$ cat config.mk
export PLATFORM = sky130hd
export DESIGN_NAME = i2d_if_flat
export DESIGN_NICKNAME = d
export VERILOG_FILES = /design/src/rtl/i2d_if_pkg.sv /design/src/rtl/i2d_if_if.sv /design/src/rtl/i2d_if_fifo.sv /design/src/rtl/i2d_if.sv /design/src/flat_wrapper.sv
export SDC_FILE = /design/constraint.sdc
export NUM_CORES = 1
export LEC_CHECK = 0
export CORE_ASPECT_RATIO = 0.7
export CORE_MARGIN = 8
export CORE_UTILIZATION = 31
export CTS_BUF_LIST = sky130_fd_sc_hd__clkbuf_4 sky130_fd_sc_hd__clkbuf_8 sky130_fd_sc_hd__clkbuf_16
export DETAILED_ROUTE_END_ITERATION = 16
export MAX_ROUTING_LAYER = met4
export PLACE_DENSITY = 0.54
export SLEW_MARGIN = 0
export SYNTH_ARGS = -nofsm -noshare
export SYNTH_HDL_FRONTEND = slang
export SYNTH_HIERARCHICAL = 1
export SYNTH_SLANG_ARGS = --single-unit
$ cat constraint.sdc
create_clock -name clk -period 9.79 [get_ports clk]
set_input_delay 1.958 -clock clk [delete_from_list [all_inputs] [get_ports clk]]
set_output_delay 1.958 -clock clk [all_outputs]
set_load 0.005 [all_outputs]
$ cat src/rtl/i2d_if_pkg.sv
// rtl/i2d_if_pkg.sv - shared constants, state encoding and entry type for the i2d fetch stage
// Contents: I2D_NOP, I2D_RESET_PC, fetch FSM state enum, {pc,ins} prefetch entry, word_align().
package i2d_if_pkg;

  localparam logic [31:0] I2D_NOP      = 32'h0000_0000;
  localparam logic [31:0] I2D_RESET_PC = 32'h0000_0000;

  typedef enum logic [1:0] {
    I2D_IF_ST_IDLE = 2'd0,  // no request outstanding
    I2D_IF_ST_REQ  = 2'd1,  // request outstanding, result kept
    I2D_IF_ST_DROP = 2'd2   // request outstanding, result discarded
  } if_state_t;

  typedef struct packed {
    logic [31:0] pc;
    logic [31:0] ins;
  } fetch_entry_t;

  function automatic logic [31:0] word_align(input logic [31:0] pc);
    return pc & 32'hFFFF_FFFC;
  endfunction

endpackage

$ cat src/rtl/i2d_if_if.sv
// rtl/i2d_if_if.sv - instruction memory req/ack bus between fetch stage and memory
// Signals: im_req/im_addr (fetch -> memory), im_ack/im_data (memory -> fetch).
// Modports: master = fetch stage, slave = instruction memory.
interface i2d_if_if;
  logic        im_req;
  logic [31:0] im_addr;
  logic        im_ack;
  logic [31:0] im_data;

  modport master (output im_req, output im_addr, input im_ack, input im_data);
  modport slave  (input im_req, input im_addr, output im_ack, output im_data);
endinterface

$ cat src/rtl/i2d_if_fifo.sv
// rtl/i2d_if_fifo.sv - synchronous prefetch FIFO with push/pop/flush
// Ports: clk, rst (sync, active-high), flush, push/push_data, pop/head,
//        count, full, empty. Flush takes priority over a same-cycle push.
module i2d_if_fifo #(
  parameter int DEPTH = 2,
  parameter int W     = 64
) (
  input  logic                     clk,
  input  logic                     rst,
  input  logic                     flush,
  input  logic                     push,
  input  logic [W-1:0]             push_data,
  input  logic                     pop,
  output logic [W-1:0]             head,
  output logic [$clog2(DEPTH):0]   count,
  output logic                     full,
  output logic                     empty
);
  localparam int AW = $clog2(DEPTH);
  localparam int CW = AW + 1;

  logic [W-1:0]  mem [DEPTH];
  logic [AW-1:0] wr_ptr;
  logic [AW-1:0] rd_ptr;

  assign head  = mem[rd_ptr];
  assign full  = (count == CW'(DEPTH));
  assign empty = (count == '0);

  always_ff @(posedge clk) begin
    if (push && !flush) begin
      mem[wr_ptr] <= push_data;
    end
  end

  always_ff @(posedge clk) begin
    if (rst || flush) begin
      wr_ptr <= '0;
      rd_ptr <= '0;
      count  <= '0;
    end else begin
      if (push) wr_ptr <= wr_ptr + 1'b1;
      if (pop)  rd_ptr <= rd_ptr + 1'b1;
      case ({push, pop})
        2'b10:   count <= count + 1'b1;
        2'b01:   count <= count - 1'b1;
        default: count <= count;
      endcase
    end
  end
endmodule

$ cat src/rtl/i2d_if.sv
// rtl/i2d_if.sv - i2d instruction fetch stage: fetch PC, single-outstanding IM reads, prefetch FIFO
// Ports: clk, rst (sync, active-high), id_dis (decode stall), redirect/redirect_pc (flush+refetch),
//        im (i2d_if_if.master: im_req/im_addr/im_ack/im_data), if_ins/if_pc/if_valid/if_err to decode.
// Optional: I2D_IF_ALIGN_CHECK_EN enables misaligned-redirect detection on if_err.
module i2d_if
  import i2d_if_pkg::*;
#(
  parameter logic [31:0] RESET_PC   = I2D_RESET_PC,
  parameter int          FIFO_DEPTH = 2,
  parameter logic [31:0] NOP_INS    = I2D_NOP
) (
  input  logic        clk,
  input  logic        rst,
  input  logic        id_dis,
  input  logic        redirect,
  input  logic [31:0] redirect_pc,
  i2d_if_if.master    im,
  output logic [31:0] if_ins,
  output logic [31:0] if_pc,
  output logic        if_valid,
  output logic        if_err
);
  localparam int CW = $clog2(FIFO_DEPTH) + 1;

  if_state_t     state;
  logic [31:0]   fetch_pc;
  logic [31:0]   target_pc;
  logic          pc_ok;
  logic          space_ok;
  logic          issue;
  logic          fifo_push;
  logic          fifo_pop;
  logic          fifo_full;
  logic          fifo_empty;
  logic [CW-1:0] fifo_count;
  logic [CW:0]   occupancy;
  fetch_entry_t  push_entry;
  fetch_entry_t  head;

`ifdef I2D_IF_ALIGN_CHECK_EN
  // A misaligned target is kept as-is so it can be reported; fetching stalls on it.
  assign target_pc = redirect_pc;
  assign pc_ok     = (fetch_pc[1:0] == 2'b00);
`else
  assign target_pc = word_align(redirect_pc);
  assign pc_ok     = 1'b1;
`endif

  // The outstanding request reserves a slot so its returning word always fits.
  assign occupancy  = {1'b0, fifo_count} + {{CW{1'b0}}, (state != I2D_IF_ST_IDLE)};
  assign space_ok   = (occupancy < (CW + 1)'(FIFO_DEPTH));
  assign issue      = (state == I2D_IF_ST_IDLE) && !redirect && space_ok && pc_ok;
  assign fifo_push  = (state == I2D_IF_ST_REQ) && im.im_ack && !redirect;
  assign fifo_pop   = !redirect && !id_dis && !fifo_empty;
  assign push_entry = '{pc: fetch_pc, ins: im.im_data};

  i2d_if_fifo #(
    .DEPTH (FIFO_DEPTH),
    .W     ($bits(fetch_entry_t))
  ) u_fifo (
    .clk       (clk),
    .rst       (rst),
    .flush     (redirect),
    .push      (fifo_push),
    .push_data (push_entry),
    .pop       (fifo_pop),
    .head      (head),
    .count     (fifo_count),
    .full      (fifo_full),
    .empty     (fifo_empty)
  );

  always_ff @(posedge clk) begin
    if (rst) begin
      state      <= I2D_IF_ST_IDLE;
      fetch_pc   <= RESET_PC;
      im.im_req  <= 1'b0;
      im.im_addr <= RESET_PC;
      if_ins     <= NOP_INS;
      if_pc      <= '0;
      if_valid   <= 1'b0;
`ifdef I2D_IF_ALIGN_CHECK_EN
      if_err     <= 1'b0;
`endif
    end else begin
      case (state)
        I2D_IF_ST_IDLE: begin
          if (issue) begin
            state      <= I2D_IF_ST_REQ;
            im.im_req  <= 1'b1;
            im.im_addr <= fetch_pc;
          end
        end
        I2D_IF_ST_REQ, I2D_IF_ST_DROP: begin
          // Request stays up until ack even when redirected; the word is then discarded.
          if (im.im_ack) begin
            state     <= I2D_IF_ST_IDLE;
            im.im_req <= 1'b0;
          end else if (redirect) begin
            state <= I2D_IF_ST_DROP;
          end
        end
        default: begin
          state     <= I2D_IF_ST_IDLE;
          im.im_req <= 1'b0;
        end
      endcase

      if (redirect)       fetch_pc <= target_pc;
      else if (fifo_push) fetch_pc <= fetch_pc + 32'd4;

      if (redirect) begin
        if_ins   <= NOP_INS;
        if_valid <= 1'b0;
`ifdef I2D_IF_ALIGN_CHECK_EN
        if_err   <= 1'b0;
`endif
      end else if (!id_dis) begin
        if (!fifo_empty) begin
          if_ins   <= head.ins;
          if_pc    <= head.pc;
          if_valid <= 1'b1;
        end else begin
          if_ins   <= NOP_INS;
          if_valid <= 1'b0;
`ifdef I2D_IF_ALIGN_CHECK_EN
          if (!pc_ok) begin
            if_pc  <= fetch_pc;
            if_err <= 1'b1;
          end
`endif
        end
      end
    end
  end

`ifndef I2D_IF_ALIGN_CHECK_EN
  assign if_err = 1'b0;
`endif

  always_ff @(posedge clk) begin
    if (!rst) begin
      assert (!(fifo_push && fifo_full && !fifo_pop));
    end
  end
endmodule
$ cat src/flat_wrapper.sv
// flat-port wrapper written by rule: the top's interface ports become plain ports
module i2d_if_flat import i2d_if_pkg::*;
#(
  parameter logic [31:0] RESET_PC   = I2D_RESET_PC,
  parameter int          FIFO_DEPTH = 2,
  parameter logic [31:0] NOP_INS    = I2D_NOP
)
  (clk, rst, id_dis, redirect, redirect_pc, if_ins, if_pc, if_valid, if_err, im_im_req, im_im_addr, im_im_ack, im_im_data);
  i2d_if_if im_i ();
  input  logic clk;
  input  logic rst;
  input  logic id_dis;
  input  logic redirect;
  input  logic [31:0] redirect_pc;
  output logic [31:0] if_ins;
  output logic [31:0] if_pc;
  output logic if_valid;
  output logic if_err;
  output wire logic [$bits(im_i.im_req)-1:0] im_im_req;
  output wire logic [$bits(im_i.im_addr)-1:0] im_im_addr;
  input wire logic [$bits(im_i.im_ack)-1:0] im_im_ack;
  input wire logic [$bits(im_i.im_data)-1:0] im_im_data;
  assign im_im_req = im_i.im_req;
  assign im_im_addr = im_i.im_addr;
  assign im_i.im_ack = im_im_ack;
  assign im_i.im_data = im_im_data;
  i2d_if #(.RESET_PC(RESET_PC), .FIFO_DEPTH(FIFO_DEPTH), .NOP_INS(NOP_INS)) u_core (.clk(clk), .rst(rst), .id_dis(id_dis), .redirect(redirect), .redirect_pc(redirect_pc), .im(im_i), .if_ins(if_ins), .if_pc(if_pc), .if_valid(if_valid), .if_err(if_err));
endmodule
==> results_tabular.tex, run 1 <==
\begin{tabular}{lr}
\hline
Metric & Value \\
\hline
\multicolumn{2}{l}{\textbf{Power and ir drop}} \\
\quad Relative contribution of sequential cells to total power & 0.498 \\
\quad Share of power burned in the clock network & 0.452 \\
\quad Internal Dissipation & around 1900 µW \\
\quad Net Sw Power & $\sim$530 µW \\
\quad Total power per unit cell area & between 150 and 200 nW/µm² \\
\quad Worst vdd rail ir drop & between 0.09 and 0.1 mV \\
\quad Fraction of power spent switching nets & 0.2202 \\
\quad Part of the total power dissipated in combinational logic & 0.050 \\
\quad Leakage dissipation & roughly 0.0042 µW \\
\multicolumn{2}{l}{\textbf{Floorplanning}} \\
\quad Floorplan die area & approximately 39000 µm² \\
\quad Die height & between 150 and 200 µm \\
\quad Number of I/O pins & about 170 \\
\quad Initial standard-cell utilization of the core & 0.3129 \\
\quad Placeable Area & roughly 32000 µm² \\
\quad Floorplan die width & 231.3 µm \\
\quad Row count & 55 \\
\multicolumn{2}{l}{\textbf{CTS}} \\
\quad CTS Hold Bufs & 0 \\
\quad Count of clock tree sinks & $\sim$260 \\
\quad Clock Root Buffer & sky130\_fd\_sc\_hd\_\_clkbuf\_16 \\
\quad Post-cts sizing count & 0 \\
\quad Post-CTS clock slew at the launch and capture registers of the worst setup and hold paths & $\sim$0.060 ns \\
\quad Worst-Skew Late Latency & between 0.5 and 0.6 ns \\
\quad Number of levels in the clock H-tree & 1 \\
\quad Number of CTS-inserted buffers & 27 \\
\quad Clock Path Buffers & 3 \\
\quad Clock tree from TritonCTS & yes \\
\quad Post-CTS repair timing setup buffer count & 0 \\
\multicolumn{2}{l}{\textbf{Drt}} \\
\quad Routed wire length per instance & about 19 µm \\
\quad Overall via count from detail\_route & between 7000 and 8000 \\
\quad Drt initial violations & 425 \\
\quad Final wirelength & about 28000 µm \\
\quad Number of iterations in the first detailed-routing pass & 5 \\
\quad Remaining antenna violation count after routing & 0 \\
\quad Detailed-route DRC error count & 0 \\
\quad Drt via density & between 4 and 5 \\
\multicolumn{2}{l}{\textbf{Synthesis}} \\
\quad Mapped Avg Cell Area & 11.64 µm² \\
\quad Area of the mapped netlist & approximately 10000 µm² \\
\quad Cells after synthesis & 864 \\
\quad YS warnings & 6 \\
\multicolumn{2}{l}{\textbf{Place}} \\
\quad Dpl ws & $\sim$4.3 ns \\
\quad Final RePlAce weighted congestion & 0.7688 \\
\quad Placed Cells incl. Taps & between 1000 and 1500 \\
\quad Post-DP HPWL & around 18000 µm \\
\quad Count of buffers inserted at the top-level ports & approximately 160 \\
\multicolumn{2}{l}{\textbf{Outcome}} \\
\quad Run status & finished clean \\
\multicolumn{2}{l}{\textbf{Worst setup path}} \\
\quad Type of the worst setup path & primary input to flop \\
\quad Combined buffer and inverter count along the critical path & 3 \\
\quad Worst-path cell chain & clkdlybuf4s50\_1 > nand2\_1 > nor2\_1 > inv\_1 > nor3\_2 > buf\_4 \\
\quad Logic depth of the worst register-to-register path & 7 \\
\quad Worst EP required & roughly 10 ns \\
\quad Top Family by Delay on Critical Path & simple AND/OR/NAND/NOR gates \\
\quad Slack of the worst reg-to-reg path & between 6 and 7 ns \\
\quad Crit start category & primary input \\
\quad Arrival time at the worst endpoint & roughly 5.1 ns \\
\quad Endpoint type of the worst setup path & flop \\
\quad Critical path's largest stage delay & around 0.93 ns \\
\quad Worst R2R End & u\_core/u\_fifo/mem[0][46] \\
\quad Worst-path maximum fanout & 53 \\
\quad Worst-path cell with the longest stage delay & sky130\_fd\_sc\_hd\_\_nor3\_2 \\
\quad Origin of the critical flop-to-flop path & u\_core/state[1] \\
\multicolumn{2}{l}{\textbf{Timing}} \\
\quad Fraction of the cycle the final worst path needs & 0.4988 \\
\quad Setup repair after global routing missed its margin & no \\
\quad Final critical delay including setup and external delays & between 4 and 5 ns \\
\quad Max-slew violation count & 0 \\
\quad Sum of negative setup slack & 0 ns \\
\quad Upper clock frequency limit & 204.8 MHz \\
\quad WHS & approximately 0.45 ns \\
\quad Normalized max-slew margin & 0.2152 \\
\quad Worst Max-Slew Pin Slew & around 1.2 ns \\
\quad Endpoints failing setup & 0 \\
\quad Final hold violation count & 0 \\
\quad Final WS setup & roughly 4.9 ns \\
\quad Largest clock skew in the final design & between 0.01 and 0.015 ns \\
\multicolumn{2}{l}{\textbf{Final layout}} \\
\quad Layout fillers & 3078 \\
\quad Synthesis-to-finish area growth & 29.52\% \\
\quad Share of the core filled with cells in the final layout & 0.4052 \\
\quad Layout cell share with drive strength beyond 1 & 0.1269 \\
\quad Final \#Nets & roughly 1100 \\
\quad Filler-free cell count of the finished design & roughly 1500 \\
\multicolumn{2}{l}{\textbf{Global route}} \\
\quad Global-route wire length before repair & $\sim$42000 µm \\
\quad Total gr overflow & 0 \\
\quad Vias in the first global route & between 7000 and 8000 \\
\quad Global-route total usage across every layer & 0.1423 \\
\quad Maximum number of pins on one net before global-route repair & 65 \\
\quad Number of antenna violations at the first check in global routing & 2 \\
\multicolumn{2}{l}{\textbf{Min path}} \\
\quad Class of the most critical hold timing path & flop to flop \\
\quad Worst hold path endpoint & u\_core/if\_pc[22] \\
\quad Worst hold stages & 2 \\
\quad Worst hold start & u\_core/if\_pc[22] \\
\multicolumn{2}{l}{\textbf{Flow run}} \\
\quad Number of max-cap violations & 0 \\
\hline
\end{tabular}
-- worst max-delay path by stage --
stage	cells past startpoint	slack, ns	end	start
after CTS	6	4.89	u_core/u_fifo/mem[0][46]	im_im_ack
after global routing	6	4.66	u_core/u_fifo/mem[0][46]	im_im_ack
after detailed placement	6	4.31	u_core/u_fifo/mem[0][46]	im_im_ack
after floorplan	6	1.76	u_core/u_fifo/mem[1][0]	redirect
after global placement	6	4.34	u_core/u_fifo/mem[0][46]	im_im_ack
final	6	4.91	u_core/u_fifo/mem[0][46]	im_im_ack
-- cells in the final DEF (no fill, tap or decap), types with 28 or more instances in the layout --
cell	instances
sky130_fd_sc_hd__mux2_2	64
sky130_fd_sc_hd__a22oi_1	31
sky130_fd_sc_hd__nor2_1	57
sky130_fd_sc_hd__clkbuf_16	28
sky130_fd_sc_hd__edfxtp_1	128
sky130_fd_sc_hd__clkdlybuf4s50_1	161
sky130_fd_sc_hd__dfxtp_1	132
sky130_fd_sc_hd__a21oi_1	71
sky130_fd_sc_hd__nand2_1	150
-- worst min-delay path: cells and delay by family (launching register included) --
| kind | cells | cell delay, ns |
|---|---|---|
| flops | 1 | 0.31 |
| compound gates | 1 | 0.05 |
| simple gates | 1 | 0.05 |
-- sequential cells by signal, summed over array words and instances, names as in the netlist, 2 cells and up, named ones only --
name	flops
u_core/u_fifo/mem	128
u_core/if_ins	32
u_core/if_pc	32
u_core/fetch_pc	30
u_core/im.im_addr	30
u_core/state	2
u_core/u_fifo/count	2
-- final cells by class --
| class | count | area (µm²) | area share |
|---|---|---|---|
| Inverter | 11 | 41.29 | 0.003171 |
| Timing Repair Buffer | 173 | 1702 | 0.1307 |
| Tap cell | 427 | 534.3 | 0.04103 |
| Multi-Input combinational cell | 537 | 3283 | 0.2521 |
| Clock inverter | 14 | 155.1 | 0.01191 |
| Sequential cell | 261 | 6510 | 0.4999 |
| Antenna cell | 2 | 5.005 | 0.0003843 |
| Clock buffer | 36 | 792.0 | 0.06082 |
-- per-stage QoR --
| step | area, µm² | power [µW] |
|---|---|---|
| final | 13020 | 2400 |
| after CTS | 13020 | 2432 |
| after detailed placement | 12070 | 1340 |
| after global routing | 13020 | 2485 |
| after floorplan | 10080 | 1267 |
| after global placement | 12070 | 1339 |
-- power groups by stage --
| stage | logic [µW] | registers [µW] | clock network, µW |
|---|---|---|---|
| 2_1_floorplan | 59.9 | 1210 | 0 |
| 3_3_place_gp | 121 | 1220 | 0 |
| 3_5_place_dp | 122 | 1220 | 0 |
| 4_1_cts | 122 | 1190 | 1120 |
| 5_1_grt | 133 | 1200 | 1150 |
| 6_report | 121 | 1200 | 1080 |
-- layer usage --
layer	wire [µm]	track usage
met5	0	-
met4	614	0.03408
met3	1424	0.03106
met2	12350	0.2124
met1	13300	0.1950
No activity file was read; power rests on OpenSTA's default activity.
==> inputs of run 2 (changes only) <==
Settings changed: PLACE_DENSITY 0.54 to 0.56.
Clock period 9.79 ns to 4.4 ns, I/O delays scaled along.
==> results_tabular.tex, run 2 (synthesis gave the netlist of run 1 again) <==
\begin{tabular}{lr}
\hline
Metric & Value \\
\hline
\multicolumn{2}{l}{\textbf{Drt}} \\
\quad Overall via count from detail\_route & 7087 (-0.18\%) \\
\quad Detailed-route DRC error count & 0 (unchanged) \\
\quad Drt via density & 4.847 (-0.25\%) \\
\quad Remaining antenna violation count after routing & 0 (unchanged) \\
\quad Number of iterations in the first detailed-routing pass & 4 (-1) \\
\quad Final wirelength & 27400 µm (-1.0\%) \\
\quad Drt initial violations & 552 (+30\%) \\
\quad Routed wire length per instance & 18.74 µm (-1.1\%) \\
\multicolumn{2}{l}{\textbf{CTS}} \\
\quad CTS Hold Bufs & 0 (unchanged) \\
\quad Clock Path Buffers & 3 (unchanged) \\
\quad Post-CTS clock slew at the launch and capture registers of the worst setup and hold paths & 0.06 ns (about the same) \\
\quad Worst-Skew Late Latency & 0.54 ns (about the same) \\
\quad Count of clock tree sinks & 261 (unchanged) \\
\quad Post-cts sizing count & 0 (unchanged) \\
\quad Clock tree from TritonCTS & yes \\
\quad Post-CTS repair timing setup buffer count & 0 (unchanged) \\
\quad Number of levels in the clock H-tree & 1 (unchanged) \\
\quad Clock Root Buffer & sky130\_fd\_sc\_hd\_\_clkbuf\_16 \\
\quad Number of CTS-inserted buffers & 27 (unchanged) \\
\multicolumn{2}{l}{\textbf{Timing}} \\
\quad Final hold violation count & 0 (unchanged) \\
\quad Endpoints failing setup & 0 (unchanged) \\
\quad Normalized max-slew margin & 0.3592 (+0.1440) \\
\quad Max-slew violation count & 0 (unchanged) \\
\quad Final critical delay including setup and external delays & $\sim$2.7 ns \\
\quad WHS & 0.4529 ns (+0.00003700 ns) \\
\quad Largest clock skew in the final design & 0.01966 ns (+0.009091 ns) \\
\quad Upper clock frequency limit & between 300 and 400 MHz \\
\quad Setup repair after global routing missed its margin & no \\
\quad Worst Max-Slew Pin Slew & 0.9612 ns (-0.2096 ns) \\
\quad Fraction of the cycle the final worst path needs & 0.6042 \\
\multicolumn{2}{l}{\textbf{Power and ir drop}} \\
\quad Net Sw Power & 1154 µW (+120\%) \\
\quad Leakage dissipation & 0.004252 µW (+1.0\%) \\
\quad Total power of the final layout & 5384 µW (+120\%) \\
\quad Total power per unit cell area & 410.9 nW/µm² (+120\%) \\
\quad Share of power burned in the clock network & 0.455 (+0.003) \\
\quad Part of the total power dissipated in combinational logic & 0.051 (about the same) \\
\quad Relative contribution of sequential cells to total power & 0.494 (-0.004) \\
\quad Internal Dissipation & 4230 µW (+130\%) \\
\quad Fraction of power spent switching nets & 0.2144 (-0.005824) \\
\quad Worst vdd rail ir drop & 0.2531 mV (+170\%) \\
\multicolumn{2}{l}{\textbf{Global route}} \\
\quad Global-route wire length before repair & 42250 µm (-0.23\%) \\
\quad Number of antenna violations at the first check in global routing & 0 (-2) \\
\quad Vias in the first global route & 7022 (+0.29\%) \\
\quad Global-route total usage across every layer & 0.1416 (-0.0007189) \\
\quad Total gr overflow & 0 (unchanged) \\
\quad Maximum number of pins on one net before global-route repair & 65 (unchanged) \\
\multicolumn{2}{l}{\textbf{Final layout}} \\
\quad Top flop regs & u\_core/u\_fifo/mem: 128 flops, u\_core/if\_ins: 32 flops, u\_core/if\_pc: 32 flops \\
\quad Leading cell type in the layout, fill and taps excluded & sky130\_fd\_sc\_hd\_\_clkdlybuf4s50\_1 \\
\quad Count of inserted antenna diode cells & 0 (-2) \\
\quad Layout fillers & 3033 (-1.5\%) \\
\quad Post-route design area & 13100 µm² (+0.62\%) \\
\quad Most flop-heavy register & u\_core/u\_fifo/mem \\
\quad Layout cell share with drive strength beyond 1 & 0.1295 (+0.002531) \\
\quad Synthesis-to-finish area growth & 30.31\% \\
\quad Max FFs per register & 128 (unchanged) \\
\quad Share of the core filled with cells in the final layout & 0.4077 (+0.002492) \\
\quad Highest-count cells in the layout ignoring fill and taps & sky130\_fd\_sc\_hd\_\_clkdlybuf4s50\_1, sky130\_fd\_sc\_hd\_\_nand2\_1, sky130\_fd\_sc\_hd\_\_dfxtp\_1 \\
\quad Final \#Nets & 1088 (+0.37\%) \\
\multicolumn{2}{l}{\textbf{Worst setup path}} \\
\quad Arrival time at the worst endpoint & 3.06 ns (-2.00 ns) \\
\quad Crit start category & primary input \\
\quad Worst EP required & 4.80 ns (-5.16 ns) \\
\quad Worst-path maximum fanout & 8 (-85\%) \\
\quad Type of the worst setup path & primary input to flop \\
\quad Endpoint type of the worst setup path & flop \\
\quad First element of the critical path & im\_im\_ack \\
\quad Origin of the critical flop-to-flop path & u\_core/fetch\_pc[13] \\
\multicolumn{2}{l}{\textbf{Place}} \\
\quad Placed inst area & 12140 µm² (+0.56\%) \\
\quad Count of buffers inserted at the top-level ports & 162 (unchanged) \\
\quad Post-DP HPWL & 17860 µm (+1.9\%) \\
\quad Final RePlAce weighted congestion & 0.8084 (+5.2\%) \\
\multicolumn{2}{l}{\textbf{Floorplanning}} \\
\quad Number of I/O pins & 168 (unchanged) \\
\quad Initial standard-cell utilization of the core & 0.3129 (unchanged) \\
\quad Placeable Area & 32140 µm² (unchanged) \\
\quad Die height & 166.7 µm (unchanged) \\
\quad Floorplan die area & 38550 µm² (unchanged) \\
\quad Row count & 55 (unchanged) \\
\quad Floorplan die width & 231.3 µm (unchanged) \\
\multicolumn{2}{l}{\textbf{Min path}} \\
\quad Worst hold start & u\_core/if\_pc[10] \\
\quad Class of the most critical hold timing path & flop to flop \\
\multicolumn{2}{l}{\textbf{Outcome}} \\
\quad Run status & finished clean \\
\multicolumn{2}{l}{\textbf{Flow run}} \\
\quad Number of max-cap violations & 0 (unchanged) \\
\hline
\end{tabular}
==> run 2: worst paths after layout <==
check                             end  slack, ns  cells after the start
hold reg to reg      u_core/if_pc[10]       0.45                      2
setup reg to reg  u_core/fetch_pc[29]       2.02                      4
hold / removal       u_core/if_pc[10]       0.45                      2
setup / recovery  u_core/fetch_pc[15]       1.74                      6
==> run 2: per-layer routing <==
metal  share of wire  up-vias  wire length (µm)  track usage
met5               0        -                 0            -
met4           0.017        0               461      0.02694
met3           0.052       32              1414      0.02886
met2            0.44      192             11980       0.2087
met1            0.49     3437             13550       0.2002
li1                -     3426                 -            -
==> run 2: worst max-delay path, cell delays in order <==
cell,delay [ns]
sky130_fd_sc_hd__clkdlybuf4s50_1,0.56
sky130_fd_sc_hd__nand2_1,0.25
sky130_fd_sc_hd__buf_4,0.26
sky130_fd_sc_hd__nor4_2,0.53
sky130_fd_sc_hd__a311oi_1,0.17
sky130_fd_sc_hd__a2111oi_0,0.41
==> run 2: power by group through the flow <==
stage	Clock (µW)	Sequential, µW	Combinational [µW]
after floorplan	0	2680	133
after global placement	0	2710	277
after detailed placement	0	2710	278
after CTS	2530	2660	280
after global routing	2620	2660	305
final	2450	2660	277
==> run 2: per-stage QoR <==
| step | cells | TNS [ns] | setup slack [ns] |
|---|---|---|---|
| 3_5_place_dp | 1413 | 0 | 1.182 |
| 2_1_floorplan | 870 | -37.26 | -0.2939 |
| 3_3_place_gp | 1413 | 0 | 1.270 |
| 6_report | 1462 | 0 | 1.742 |
| 4_1_cts | 1462 | 0 | 1.756 |
| 5_1_grt | 1462 | 0 | 1.554 |
==> run 2: layout make-up <==
cell class                      instances  area (µm²)  area share
Sequential cell                       261        6510      0.4968
Tap cell                              427       534.3     0.04078
Clock buffer                           35       795.8     0.06073
Clock inverter                         14       168.9     0.01289
Multi-Input combinational cell        537        3296      0.2515
Timing Repair Buffer                  177        1757      0.1341
Inverter                               11       41.29    0.003151
==> inputs of run 3 (changes only) <==
Clock period 4.4 ns to 2.3 ns, I/O delays scaled along.
==> results_tabular.tex, run 3 (synthesis gave the netlist of run 1 again) <==
\begin{tabular}{lr}
\hline
Metric & Value \\
\hline
\multicolumn{2}{l}{\textbf{Drt}} \\
\quad Detailed-route DRC error count & 0 (unchanged) \\
\quad Drt via density & 4.822 (-0.53\%) \\
\quad Overall via count from detail\_route & 7329 (+3.4\%) \\
\quad Number of iterations in the first detailed-routing pass & 5 (+1) \\
\quad Final wirelength & 27690 µm (+1.0\%) \\
\quad Drt initial violations & 508 (-8.0\%) \\
\quad Routed wire length per instance & 18.21 µm (-2.8\%) \\
\quad Remaining antenna violation count after routing & 0 (unchanged) \\
\multicolumn{2}{l}{\textbf{Floorplanning}} \\
\quad Number of I/O pins & 168 (unchanged) \\
\quad Row count & 55 (unchanged) \\
\quad Placeable Area & 32140 µm² (unchanged) \\
\quad Die height & 166.7 µm (unchanged) \\
\quad Initial standard-cell utilization of the core & 0.3129 (unchanged) \\
\quad Floorplan die width & 231.3 µm (unchanged) \\
\quad Floorplan die area & 38550 µm² (unchanged) \\
\multicolumn{2}{l}{\textbf{Final layout}} \\
\quad Leading cell type in the layout, fill and taps excluded & sky130\_fd\_sc\_hd\_\_clkdlybuf4s50\_1 \\
\quad Synthesis-to-finish area growth & 35.29\% \\
\quad Top flop regs & u\_core/u\_fifo/mem: 128 flops, u\_core/if\_ins: 32 flops, u\_core/if\_pc: 32 flops \\
\quad Highest-count cells in the layout ignoring fill and taps & sky130\_fd\_sc\_hd\_\_clkdlybuf4s50\_1, sky130\_fd\_sc\_hd\_\_nand2\_1, sky130\_fd\_sc\_hd\_\_dfxtp\_1 \\
\quad Final \#Nets & 1145 (+5.2\%) \\
\quad Max FFs per register & 128 (unchanged) \\
\quad Most flop-heavy register & u\_core/u\_fifo/mem \\
\quad Layout cell share with drive strength beyond 1 & 0.1795 (+0.05002) \\
\multicolumn{2}{l}{\textbf{Global route}} \\
\quad Number of antenna violations at the first check in global routing & 1 (+1) \\
\quad Global-route wire length before repair & 43240 µm (+2.3\%) \\
\quad Maximum number of pins on one net before global-route repair & 53 (-18\%) \\
\quad Total gr overflow & 0 (unchanged) \\
\quad Vias in the first global route & 7318 (+4.2\%) \\
\quad Global-route total usage across every layer & 0.1445 (+0.002943) \\
\multicolumn{2}{l}{\textbf{Timing}} \\
\quad WHS & 0.2812 ns (-0.1717 ns) \\
\quad Setup repair after global routing missed its margin & no \\
\quad Normalized max-slew margin & 0.6155 (+0.2563) \\
\quad Max-slew violation count & 0 (unchanged) \\
\quad Upper clock frequency limit & approximately 480 MHz \\
\quad Sum of negative setup slack & 0 ns (unchanged) \\
\quad Worst Max-Slew Pin Slew & 0.5767 ns (-0.3845 ns) \\
\quad Final hold violation count & 0 (unchanged) \\
\quad Endpoints failing setup & 0 (unchanged) \\
\quad Final critical delay including setup and external delays & between 2 and 2.5 ns \\
\quad Final WS setup & 0.2135 ns (-1.528 ns) \\
\quad Fraction of the cycle the final worst path needs & 0.9072 \\
\quad Largest clock skew in the final design & 0.02451 ns (+0.004849 ns) \\
\multicolumn{2}{l}{\textbf{CTS}} \\
\quad Post-cts sizing count & 0 (unchanged) \\
\quad Worst-Skew Late Latency & 0.54 ns (about the same) \\
\quad Clock Root Buffer & sky130\_fd\_sc\_hd\_\_clkbuf\_16 \\
\quad Number of levels in the clock H-tree & 1 (unchanged) \\
\quad Post-CTS repair timing setup buffer count & 0 (unchanged) \\
\quad Clock tree from TritonCTS & yes \\
\quad CTS Hold Bufs & 0 (unchanged) \\
\quad Count of clock tree sinks & 261 (unchanged) \\
\quad Number of CTS-inserted buffers & 27 (unchanged) \\
\quad Post-CTS clock slew at the launch and capture registers of the worst setup and hold paths & 0.06 ns (about the same) \\
\quad Clock Path Buffers & 3 (unchanged) \\
\multicolumn{2}{l}{\textbf{Worst setup path}} \\
\quad Crit start category & flop \\
\quad Combined buffer and inverter count along the critical path & 0 (-2) \\
\quad Type of the worst setup path & flop to flop \\
\quad Most used cell along the critical path & sky130\_fd\_sc\_hd\_\_or4\_1 \\
\quad Endpoint type of the worst setup path & flop \\
\quad Worst-path cell chain & ha\_1 > nand3\_1 > or4\_1 > or4\_1 > a31oi\_1 \\
\quad Critical path's largest stage delay & 0.52 ns (-0.04 ns) \\
\quad Arrival time at the worst endpoint & 2.56 ns (-0.50 ns) \\
\quad Worst EP required & 2.77 ns (-2.03 ns) \\
\quad Top Family by Delay on Critical Path & simple AND/OR/NAND/NOR gates \\
\quad Worst-path maximum fanout & 8 (unchanged) \\
\quad Worst-path cell with the longest stage delay & sky130\_fd\_sc\_hd\_\_or4\_1 \\
\multicolumn{2}{l}{\textbf{Min path}} \\
\quad Class of the most critical hold timing path & primary input to flop \\
\multicolumn{2}{l}{\textbf{Power and ir drop}} \\
\quad Worst vdd rail ir drop & 0.3385 mV (+34\%) \\
\quad Leakage dissipation & 0.004539 µW (+6.7\%) \\
\quad Total power per unit cell area & 732.1 nW/µm² (+78\%) \\
\quad Total power of the final layout & 9959 µW (+85\%) \\
\multicolumn{2}{l}{\textbf{Place}} \\
\quad Dpl ws & -0.2304 ns (-1.412 ns) \\
\quad Post-DP HPWL & 19330 µm (+8.3\%) \\
\quad Final RePlAce weighted congestion & 0.7898 (-2.3\%) \\
\quad Count of buffers inserted at the top-level ports & 162 (unchanged) \\
\multicolumn{2}{l}{\textbf{Outcome}} \\
\quad Run status & finished clean \\
\multicolumn{2}{l}{\textbf{Flow run}} \\
\quad Number of max-cap violations & 0 (unchanged) \\
\hline
\end{tabular}
-- run 3: cell count changes in the layout (fill, tap and decap cells not counted), moves of 3 or more --
cell	before	now
sky130_fd_sc_hd__buf_12	2	15
sky130_fd_sc_hd__buf_4	14	58
sky130_fd_sc_hd__bufinv_16	4	1
sky130_fd_sc_hd__clkbuf_4	2	9
sky130_fd_sc_hd__clkinv_2	6	3
sky130_fd_sc_hd__clkinv_4	0	3
-- run 3: area by class of cell --
type	count	area, µm²
diodes	1	2.502
clock buffers	39	784.5
clock inverters	10	82.58
fillers	3041	18530
inverters	11	41.29
multi-input cells	537	3306
flip-flops and latches	261	6510
well taps	427	534.3
repair buffers	234	2342
-- run 3: stage by stage --
stage,area (µm²),utilization,instances
2_1_floorplan,10140,-,870
3_3_place_gp,12730,0.3961,1470
3_5_place_dp,12730,0.3961,1470
4_1_cts,13600,0.4231,1519
5_1_grt,13600,0.4233,1520
6_report,13600,0.4233,1520
-- run 3: final timing paths --
path	startpoint	endpoint	slack (ns)	cells past startpoint
worst max-delay path	u_core/fetch_pc[3]	u_core/fetch_pc[24]	0.21	5
worst min register to register	u_core/im.im_addr[15]	u_core/im.im_addr[15]	0.45	2
worst max register to register	u_core/fetch_pc[3]	u_core/fetch_pc[24]	0.21	5
worst min-delay path	rst	u_core/if_pc[29]	0.28	2
-- run 3: metal layers --
layer  GRT usage  part of all wire
met5           -                 0
met3     0.02920             0.049
met4     0.02336             0.011
met2      0.2105              0.44
met1      0.2081              0.50
-- run 3: report_power, final --
group	leakage, µW	switching, µW	internal (µW)
logic	0.00186	348	312
clock network	0.000439	1790	2480
registers	0.00224	65.3	4960
total	0.00454	2200	7760
